$ cat config.mk
export PLATFORM = sky130hd
export DESIGN_NAME = vout_pulsegen_flat
export DESIGN_NICKNAME = d
export VERILOG_FILES = /design/src/rtl/vout_pulsegen_if.sv /design/src/rtl/vout_pulsegen.sv /design/src/flat_wrapper.sv
export SDC_FILE = /design/constraint.sdc
export NUM_CORES = 1
export LEC_CHECK = 0
export ABC_AREA = 1
export CAP_MARGIN = 5
export CORE_UTILIZATION = 56
export DETAILED_ROUTE_END_ITERATION = 10
export GPL_TIMING_DRIVEN = 0
export PLACE_DENSITY_LB_ADDON = 0.3
export SYNTH_ARGS = -nofsm -noshare
export SYNTH_HDL_FRONTEND = slang
export SYNTH_SLANG_ARGS = --single-unit
$ cat constraint.sdc
create_clock -name clk -period 3 [get_ports clk]
set_clock_uncertainty 0.15 [all_clocks]
set_input_delay 0.9 -clock clk [delete_from_list [all_inputs] [get_ports clk]]
set_output_delay 0.9 -clock clk [all_outputs]
set_load 0.02 [all_outputs]
$ cat src/rtl/vout_pulsegen_if.sv
// Host-side command/status bundle of the UP/DOWN pulse-train generator.
// The host drives the command (master); the generator answers with pins and status (slave).
interface vout_pulsegen_if;
    logic        load;
    logic [15:0] count;
    logic        abort;
    logic        UP;
    logic        DOWN;
    logic        busy;
    logic        done;
    logic [15:0] remaining;

    modport master (
        output load, count, abort,
        input  UP, DOWN, busy, done, remaining
    );

    modport slave (
        input  load, count, abort,
        output UP, DOWN, busy, done, remaining
    );
endinterface

$ cat src/rtl/vout_pulsegen.sv
// Converts a signed pulse request into |count| UP or DOWN pulses of fixed high/low time,
// with a load/busy/done handshake and graceful abort that never truncates a pulse.
module vout_pulsegen #(
    parameter int PULSE_WIDTH = 4,
    parameter int PULSE_GAP   = 4
) (
    input  logic            clk,
    input  logic            RESET,
    vout_pulsegen_if.slave  bus
);
    typedef enum logic [1:0] {IDLE, HIGH, LOW, FIN} state_t;

    localparam int MAX_PHASE = (PULSE_WIDTH > PULSE_GAP) ? PULSE_WIDTH : PULSE_GAP;
    localparam int TW        = (MAX_PHASE > 1) ? $clog2(MAX_PHASE) : 1;
    localparam logic [TW-1:0] HIGH_LAST = TW'(PULSE_WIDTH - 1);
    localparam logic [TW-1:0] LOW_LAST  = TW'(PULSE_GAP - 1);

    state_t        state_reg, state_next;
    logic [TW-1:0] phase_reg, phase_next;
    logic [15:0]   remaining_reg, remaining_next;
    logic          dir_reg, dir_next;
    logic          abort_reg, abort_next;
    logic          up_reg, down_reg, busy_reg, done_reg;
    logic [15:0]   magnitude;
    logic          stop_now;

    // Two's-complement absolute value; -32768 maps cleanly onto 32768 as unsigned.
    assign magnitude = bus.count[15] ? (~bus.count + 16'd1) : bus.count;
    assign stop_now  = abort_reg | bus.abort;

    always_comb begin
        state_next     = state_reg;
        phase_next     = phase_reg;
        remaining_next = remaining_reg;
        dir_next       = dir_reg;
        abort_next     = abort_reg;
        unique case (state_reg)
            IDLE, FIN: begin
                if (bus.load) begin
                    dir_next       = bus.count[15];
                    remaining_next = magnitude;
                    abort_next     = 1'b0;
                    phase_next     = '0;
                    state_next     = (magnitude == 16'd0) ? FIN : HIGH;
                end else begin
                    state_next = IDLE;
                end
            end
            HIGH: begin
                if (bus.abort) abort_next = 1'b1;
                if (phase_reg == HIGH_LAST) begin
                    phase_next     = '0;
                    remaining_next = remaining_reg - 16'd1;
                    state_next     = LOW;
                end else begin
                    phase_next = phase_reg + 1'b1;
                end
            end
            LOW: begin
                if (bus.abort) abort_next = 1'b1;
                if (phase_reg == LOW_LAST) begin
                    phase_next = '0;
                    state_next = (remaining_reg != 16'd0 && !stop_now) ? HIGH : FIN;
                end else begin
                    phase_next = phase_reg + 1'b1;
                end
            end
        endcase
    end

    // Outputs are decoded from the next state so every pin comes straight off a flop.
    always_ff @(posedge clk or posedge RESET) begin
        if (RESET) begin
            state_reg     <= IDLE;
            phase_reg     <= '0;
            remaining_reg <= 16'd0;
            dir_reg       <= 1'b0;
            abort_reg     <= 1'b0;
            up_reg        <= 1'b0;
            down_reg      <= 1'b0;
            busy_reg      <= 1'b0;
            done_reg      <= 1'b0;
        end else begin
            state_reg     <= state_next;
            phase_reg     <= phase_next;
            remaining_reg <= remaining_next;
            dir_reg       <= dir_next;
            abort_reg     <= abort_next;
            up_reg        <= (state_next == HIGH) && !dir_next;
            down_reg      <= (state_next == HIGH) &&  dir_next;
            busy_reg      <= (state_next == HIGH) || (state_next == LOW);
            done_reg      <= (state_next == FIN);
        end
    end

    assign bus.UP        = up_reg;
    assign bus.DOWN      = down_reg;
    assign bus.busy      = busy_reg;
    assign bus.done      = done_reg;
    assign bus.remaining = remaining_reg;
endmodule

$ cat src/flat_wrapper.sv
// flat-port wrapper written by rule: the top's interface ports become plain ports
module vout_pulsegen_flat 
#(
    parameter int PULSE_WIDTH = 4,
    parameter int PULSE_GAP   = 4
)
  (clk, RESET, bus_load, bus_count, bus_abort, bus_UP, bus_DOWN, bus_busy, bus_done, bus_remaining);
  vout_pulsegen_if bus_i ();
  input  logic clk;
  input  logic RESET;
  input wire logic [$bits(bus_i.load)-1:0] bus_load;
  input wire logic [$bits(bus_i.count)-1:0] bus_count;
  input wire logic [$bits(bus_i.abort)-1:0] bus_abort;
  output wire logic [$bits(bus_i.UP)-1:0] bus_UP;
  output wire logic [$bits(bus_i.DOWN)-1:0] bus_DOWN;
  output wire logic [$bits(bus_i.busy)-1:0] bus_busy;
  output wire logic [$bits(bus_i.done)-1:0] bus_done;
  output wire logic [$bits(bus_i.remaining)-1:0] bus_remaining;
  assign bus_i.load = bus_load;
  assign bus_i.count = bus_count;
  assign bus_i.abort = bus_abort;
  assign bus_UP = bus_i.UP;
  assign bus_DOWN = bus_i.DOWN;
  assign bus_busy = bus_i.busy;
  assign bus_done = bus_i.done;
  assign bus_remaining = bus_i.remaining;
  vout_pulsegen #(.PULSE_WIDTH(PULSE_WIDTH), .PULSE_GAP(PULSE_GAP)) u_core (.clk(clk), .RESET(RESET), .bus(bus_i));
endmodule
After elaboration in Yosys (flattened, before gate mapping)
Index checks and enable logic that the tools add are counted.

word-level totals
  flip-flop bits (word level) = 26
  input port bits = 20
  output and inout port bits = 20

operators by class
  $add $sub $neg = 3
  equal/unequal tests = 10
  muxes and demuxes = 18
  bitwise operators = 2
  reductions and logical operators = 14

operator list
  cell                     number
  $mux W16                 3
  $pmux W16 S2             1
  $add A16 B1 Y16 const B  1
  $logic_not A16 Y1        1
  $not A16 Y16             1
  $reduce_bool A16 Y1      1
  $sub A16 B1 Y16 const B  1
  $mux W2                  7
  $eq A2 B2 Y1 const B     5
  $pmux W2 S3              1
  $eq A2 B1 Y1 const B     2
  $mux W1                  4
  $ne A2 B1 Y1 const B     2
  $pmux W2 S2              1
  $reduce_or A2 Y1         2
  $logic_and A1 B1 Y1      3
  $reduce_and A3 Y1        1
  $add A2 B1 Y2 const B    1
  $logic_not A1 Y1         2
  $logic_not A2 Y1         1
  $ne A2 B2 Y1 const B     1
  $pmux W1 S2              1
  $reduce_and A2 Y1        1
  $reduce_bool A2 Y1       1
  2 further kinds          2

Longest topological paths before layout
  word-level depth = 9
  depth in mapped cells = 13
  mapped depth without buffers = 13

Worst setup path after synthesis
OpenSTA, ideal clock, no wires.

  path type = input -> register
  from = input bus_count[0]
  to = register u_core.busy_reg (netlist: u_core.bus.busy)
  library setup time = 0.126 ns
  data arrival time = 2.192 ns
  required time = 2.724 ns
  slack = 0.532 ns
  stages on the path = 11
  path buffers = 0
  path through = inv_1 -> ha_1 -> nand3b_2 -> a21oi_2 -> nand2_1 -> nor2_1 -> nand2_1 -> nor3_2 -> nand2_2 -> nand2_1 -> ha_1

between the ends
  word-level cells in the longest chain between the ends = 9

RTL lines
  what                                                 RTL line             source
  start, declared                                      flat_wrapper.sv:12   input wire logic [$bits(bus_i.count)-1:0] bus_count;
  $not A16 Y16                                         vout_pulsegen.sv:28  assign magnitude = bus.count[15] ? (~bus.count + 16'd1) : bus.count;
  $add A16 B1 Y16                                      vout_pulsegen.sv:28
  $mux W16 *                                           vout_pulsegen.sv:28
  $logic_not A16 Y1 *                                  vout_pulsegen.sv:44  state_next = (magnitude == 16'd0) ? FIN : HIGH;
  $mux W2 *                                            vout_pulsegen.sv:44
  $mux W2 *                                            vout_pulsegen.sv:39  if (bus.load) begin
  $pmux W2 S3 *                                        vout_pulsegen.sv:37  unique case (state_reg)
  $eq A2 B1 Y1 / $eq A2 B2 Y1 (equally long branches)  vout_pulsegen.sv:91  busy_reg <= (state_next == HIGH) || (state_next == LOW);
  $logic_or A1 B1 Y1 *                                 vout_pulsegen.sv:91
  end signal, assigned                                 vout_pulsegen.sv:91
  end, declared                                        vout_pulsegen.sv:23  logic up_reg, down_reg, busy_reg, done_reg;

Every way passes the cells marked *; elsewhere a longest branch is shown, timed or not.
A chain may end at the register's enable or synchronous reset.

Final worst setup path
Ends and elaborated chain as after synthesis.

==> results.sh <==
export IMPL_antenna_found_initial=0
export IMPL_clock_fmax_mhz=350
export IMPL_cts_buffers=3
export IMPL_holdPathStages=1
export IMPL_synth_seq_cells=26
export IMPL_ys_flop_type="dfrtp_1"
export IMPL_fin_cells=401
export IMPL_gp_congestion=0.893
export IMPL_r2r_end="u_core.bus.remaining[8]"
export IMPL_syn_area_mm2=0.00206
export IMPL_wire_per_inst_um=12.3
export IMPL_status="complete, no violations"
export IMPL_synth_async_reset_ratio_pct=100
export IMPL_cp_common_cell="nand2_1"
export IMPL_yosys_warnings=0
export IMPL_slowest_delay_ns=0.48
export IMPL_place_hpwl_um=3900
export IMPL_grt_overflow_total=0
export IMPL_switchingPower_mw=1.11
export IMPL_yosysSeqAreaShare_pct=31.5
export IMPL_cts_tree="built"
export IMPL_io_pins=40
export IMPL_drtIter0Drc=152
export IMPL_worstMarginPinSlew_ns=0.964
export IMPL_cts_resized_gates=0
export IMPL_vdd_ir_drop_max_mv=0.360
export IMPL_core_mm2=0.00344
export IMPL_synth_edf_count=0
export IMPL_crit_arrival_ns=2.86
export IMPL_reg2regPathDepth=9
export IMPL_dieArea_mm2=0.00393
export IMPL_cp_top_family="simple AND/OR/NAND/NOR gates"
export IMPL_dp_cells=398
export IMPL_synth_nets=341
export IMPL_rsz0062_at_grt="false"
export IMPL_syn_mean_instance_area_um2=6.60
export IMPL_wl_um=4950
export IMPL_port_buffers=39
export IMPL_power_mw=2.27
export IMPL_grt_pass1_wl_um=8650
export IMPL_min_period_over_period_pct=95.3
export IMPL_final_nets=385
export IMPL_clkSinkCount=26
export IMPL_core_rowCount=21
export IMPL_syn_to_final_growth_pct=23.7
export IMPL_synth_top_cell_by_area="dfrtp_1"
export IMPL_drc=0
export IMPL_firstDrtPassIters=5
export IMPL_slew_headroom_pct=35.7
export IMPL_fin_crit_ns=2.86
export IMPL_die_w_um=62.7
export IMPL_postCtsSetupBuffers=0
export IMPL_power_frac_clock_pct=8.6
export IMPL_hold_slack_ns=0.333
export IMPL_path_cells="clkdlybuf4s50_1, inv_1, ha_1, nand3b_2, a21oi_2, nand2_1, nor2_1, nand2_1, nor3_2, nand2_2, nand2_1, ha_1"
export IMPL_rr_startpoint="u_core.state_reg[0]"
export IMPL_syn_inst=313
export IMPL_cp_start_kind="input pin"
export IMPL_netlist_top_cells_count="nand2_1 (85), inv_1 (39), nor2_1 (37)"
export IMPL_hold_end="u_core.phase_reg[0]"
export IMPL_die_height_um=62.7
export IMPL_power_frac_comb_pct=62.6
export IMPL_cpMaxStageDelayCell="clkdlybuf4s50_1"
export IMPL_cts_root_buf="clkbuf_8"
export IMPL_via_per_inst=5.44
export IMPL_hp_class="flop to flop"
export IMPL_drive_gt1_share_pct=8.73
export IMPL_crit_type="input pin to flop"
export IMPL_ys_top_cells_by_area="dfrtp_1 (32%), nand2_1 (15%), inv_1 (7.1%)"
export IMPL_finalMaxSlewViolations=0
export IMPL_cts_hold_buf=0
export IMPL_via_count=2180
export IMPL_p_seq_share_pct=28.8
export IMPL_track_usage_pct=27.3
export IMPL_worstHoldStart="u_core.phase_reg[0]"
export IMPL_fin_area_mm2=0.00255
export IMPL_clk_pin_slew_ns=0.08
export IMPL_ant_nets=0
export IMPL_netSwitchingFraction_pct=49.0
export IMPL_yosys_cell_count_top_type="nand2_1"
export IMPL_clock_latency_ns=0.27
export IMPL_cp_required_ns=3.01
export IMPL_drv_cap=0
export IMPL_cellLeakagePower_nw=1.26
export IMPL_p_int_mw=1.16
export IMPL_yosysUniqueCellTypes=29
export IMPL_initial_core_util_pct=60.0
export IMPL_cp_end_kind="flop"
export IMPL_grt_pass1_vias=1954
export IMPL_worst_path_max_fanout=4
export IMPL_htreeDepth=1
export IMPL_largest_reg_flops=16
export IMPL_final_util_pct=74.2
export IMPL_hold_viol=0
export IMPL_ff2ff_setup_slack_ns=0.79
export IMPL_path_buf_inv=2
export IMPL_diodes=0
export IMPL_power_density_mw_per_mm2=890
export IMPL_setup_viol=0
export IMPL_clockBufferDepth=2
export IMPL_grt_max_degree=27
export IMPL_placed_area_mm2=0.00251
export IMPL_synth_top_area_share_pct=31.5
export IMPL_setup_worst_path_start="bus_count[0]"
## worst reg2reg max path, stage by stage, from the launching register on
cell and delay, ns:
dfrtp_1 0.38, inv_1 0.05, ha_1 0.28, buf_2 0.18
inv_1 0.09, nor2_1 0.09, nor3_2 0.34, buf_2 0.29
o21ai_0 0.12, o22ai_1 0.17
## final cells by class
| type | instances | area (µm²) |
|---|---|---|
| plain buffers | 9 | 48.8 |
| clock buffers | 3 | 41.3 |
| repair buffers | 39 | 390 |
| multi-input cells | 236 | 1210 |
| fillers | 291 | 888 |
| well taps | 46 | 57.6 |
| flip-flops and latches | 26 | 651 |
| inverters | 42 | 158 |
## cell usage in the layout, fill, tap and decap left out, drive strengths merged
cell	Yosys	final
nor3	8	8
nand3	30	30
o21bai	1	1
inv	42	42
nand4	4	4
clkbuf	2	5
a21oi	9	9
a22o	1	1
nor2	42	42
dfrtp	26	26
o31ai	1	1
o22ai	3	3
nand3b	1	1
buf	7	7
o21ai	26	26
ha	8	8
clkdlybuf4s50	0	39
xor2	7	7
nand2	89	89
o211ai	6	6
## power by group through the flow
| stage | combinational, mW | clock (mW) | sequential [mW] |
|---|---|---|---|
| final | 1.42 | 0.196 | 0.654 |
| after global routing | 1.57 | 0.217 | 0.674 |
| after CTS | 1.41 | 0.197 | 0.650 |
| after detailed placement | 1.40 | 0 | 0.657 |
| after global placement | 1.36 | 0 | 0.651 |
| after floorplan | 0.775 | 0 | 0.786 |
## kinds of logic after synthesis
group,share of synthesized area (%)
buffers and inverters,10.0
XOR/XNOR,2.97
AO/OA/AOI/OAI,13.3
adder cells (fa/ha/maj),4.85
AND/OR/NAND/NOR,37.4
flip-flops,31.5
## through the flow
stage | setup WS, ns | TNS [ns]
finish | 0.142 | 0
detailed placement | -0.111 | -0.111
global placement | -0.0933 | -0.0933
floorplan | 0.532 | 0
CTS | 0.159 | 0
global route | 0.00101 | 0
## worst max path at each step
stage | endpoint | slack, ns | cells after the start
after floorplan | u_core.bus.busy | 0.53 | 11
after global placement | u_core.bus.busy | -0.09 | 14
after detailed placement | u_core.bus.busy | -0.11 | 12
after CTS | u_core.bus.busy | 0.16 | 12
after global routing | u_core.bus.busy | 0.001 | 14
final | u_core.bus.busy | 0.14 | 12
## metal layers
metal / wire length [µm] / part of all wire (%) / GRT usage, %
met5: 0 / 0 / 0
met4: 56 / 1.1 / 7.56
met3: 273 / 5.5 / 2.37
met2: 2340 / 47 / 45.0
met1: 2280 / 46 / 38.1
No activity file was read; power rests on OpenSTA's default activity.
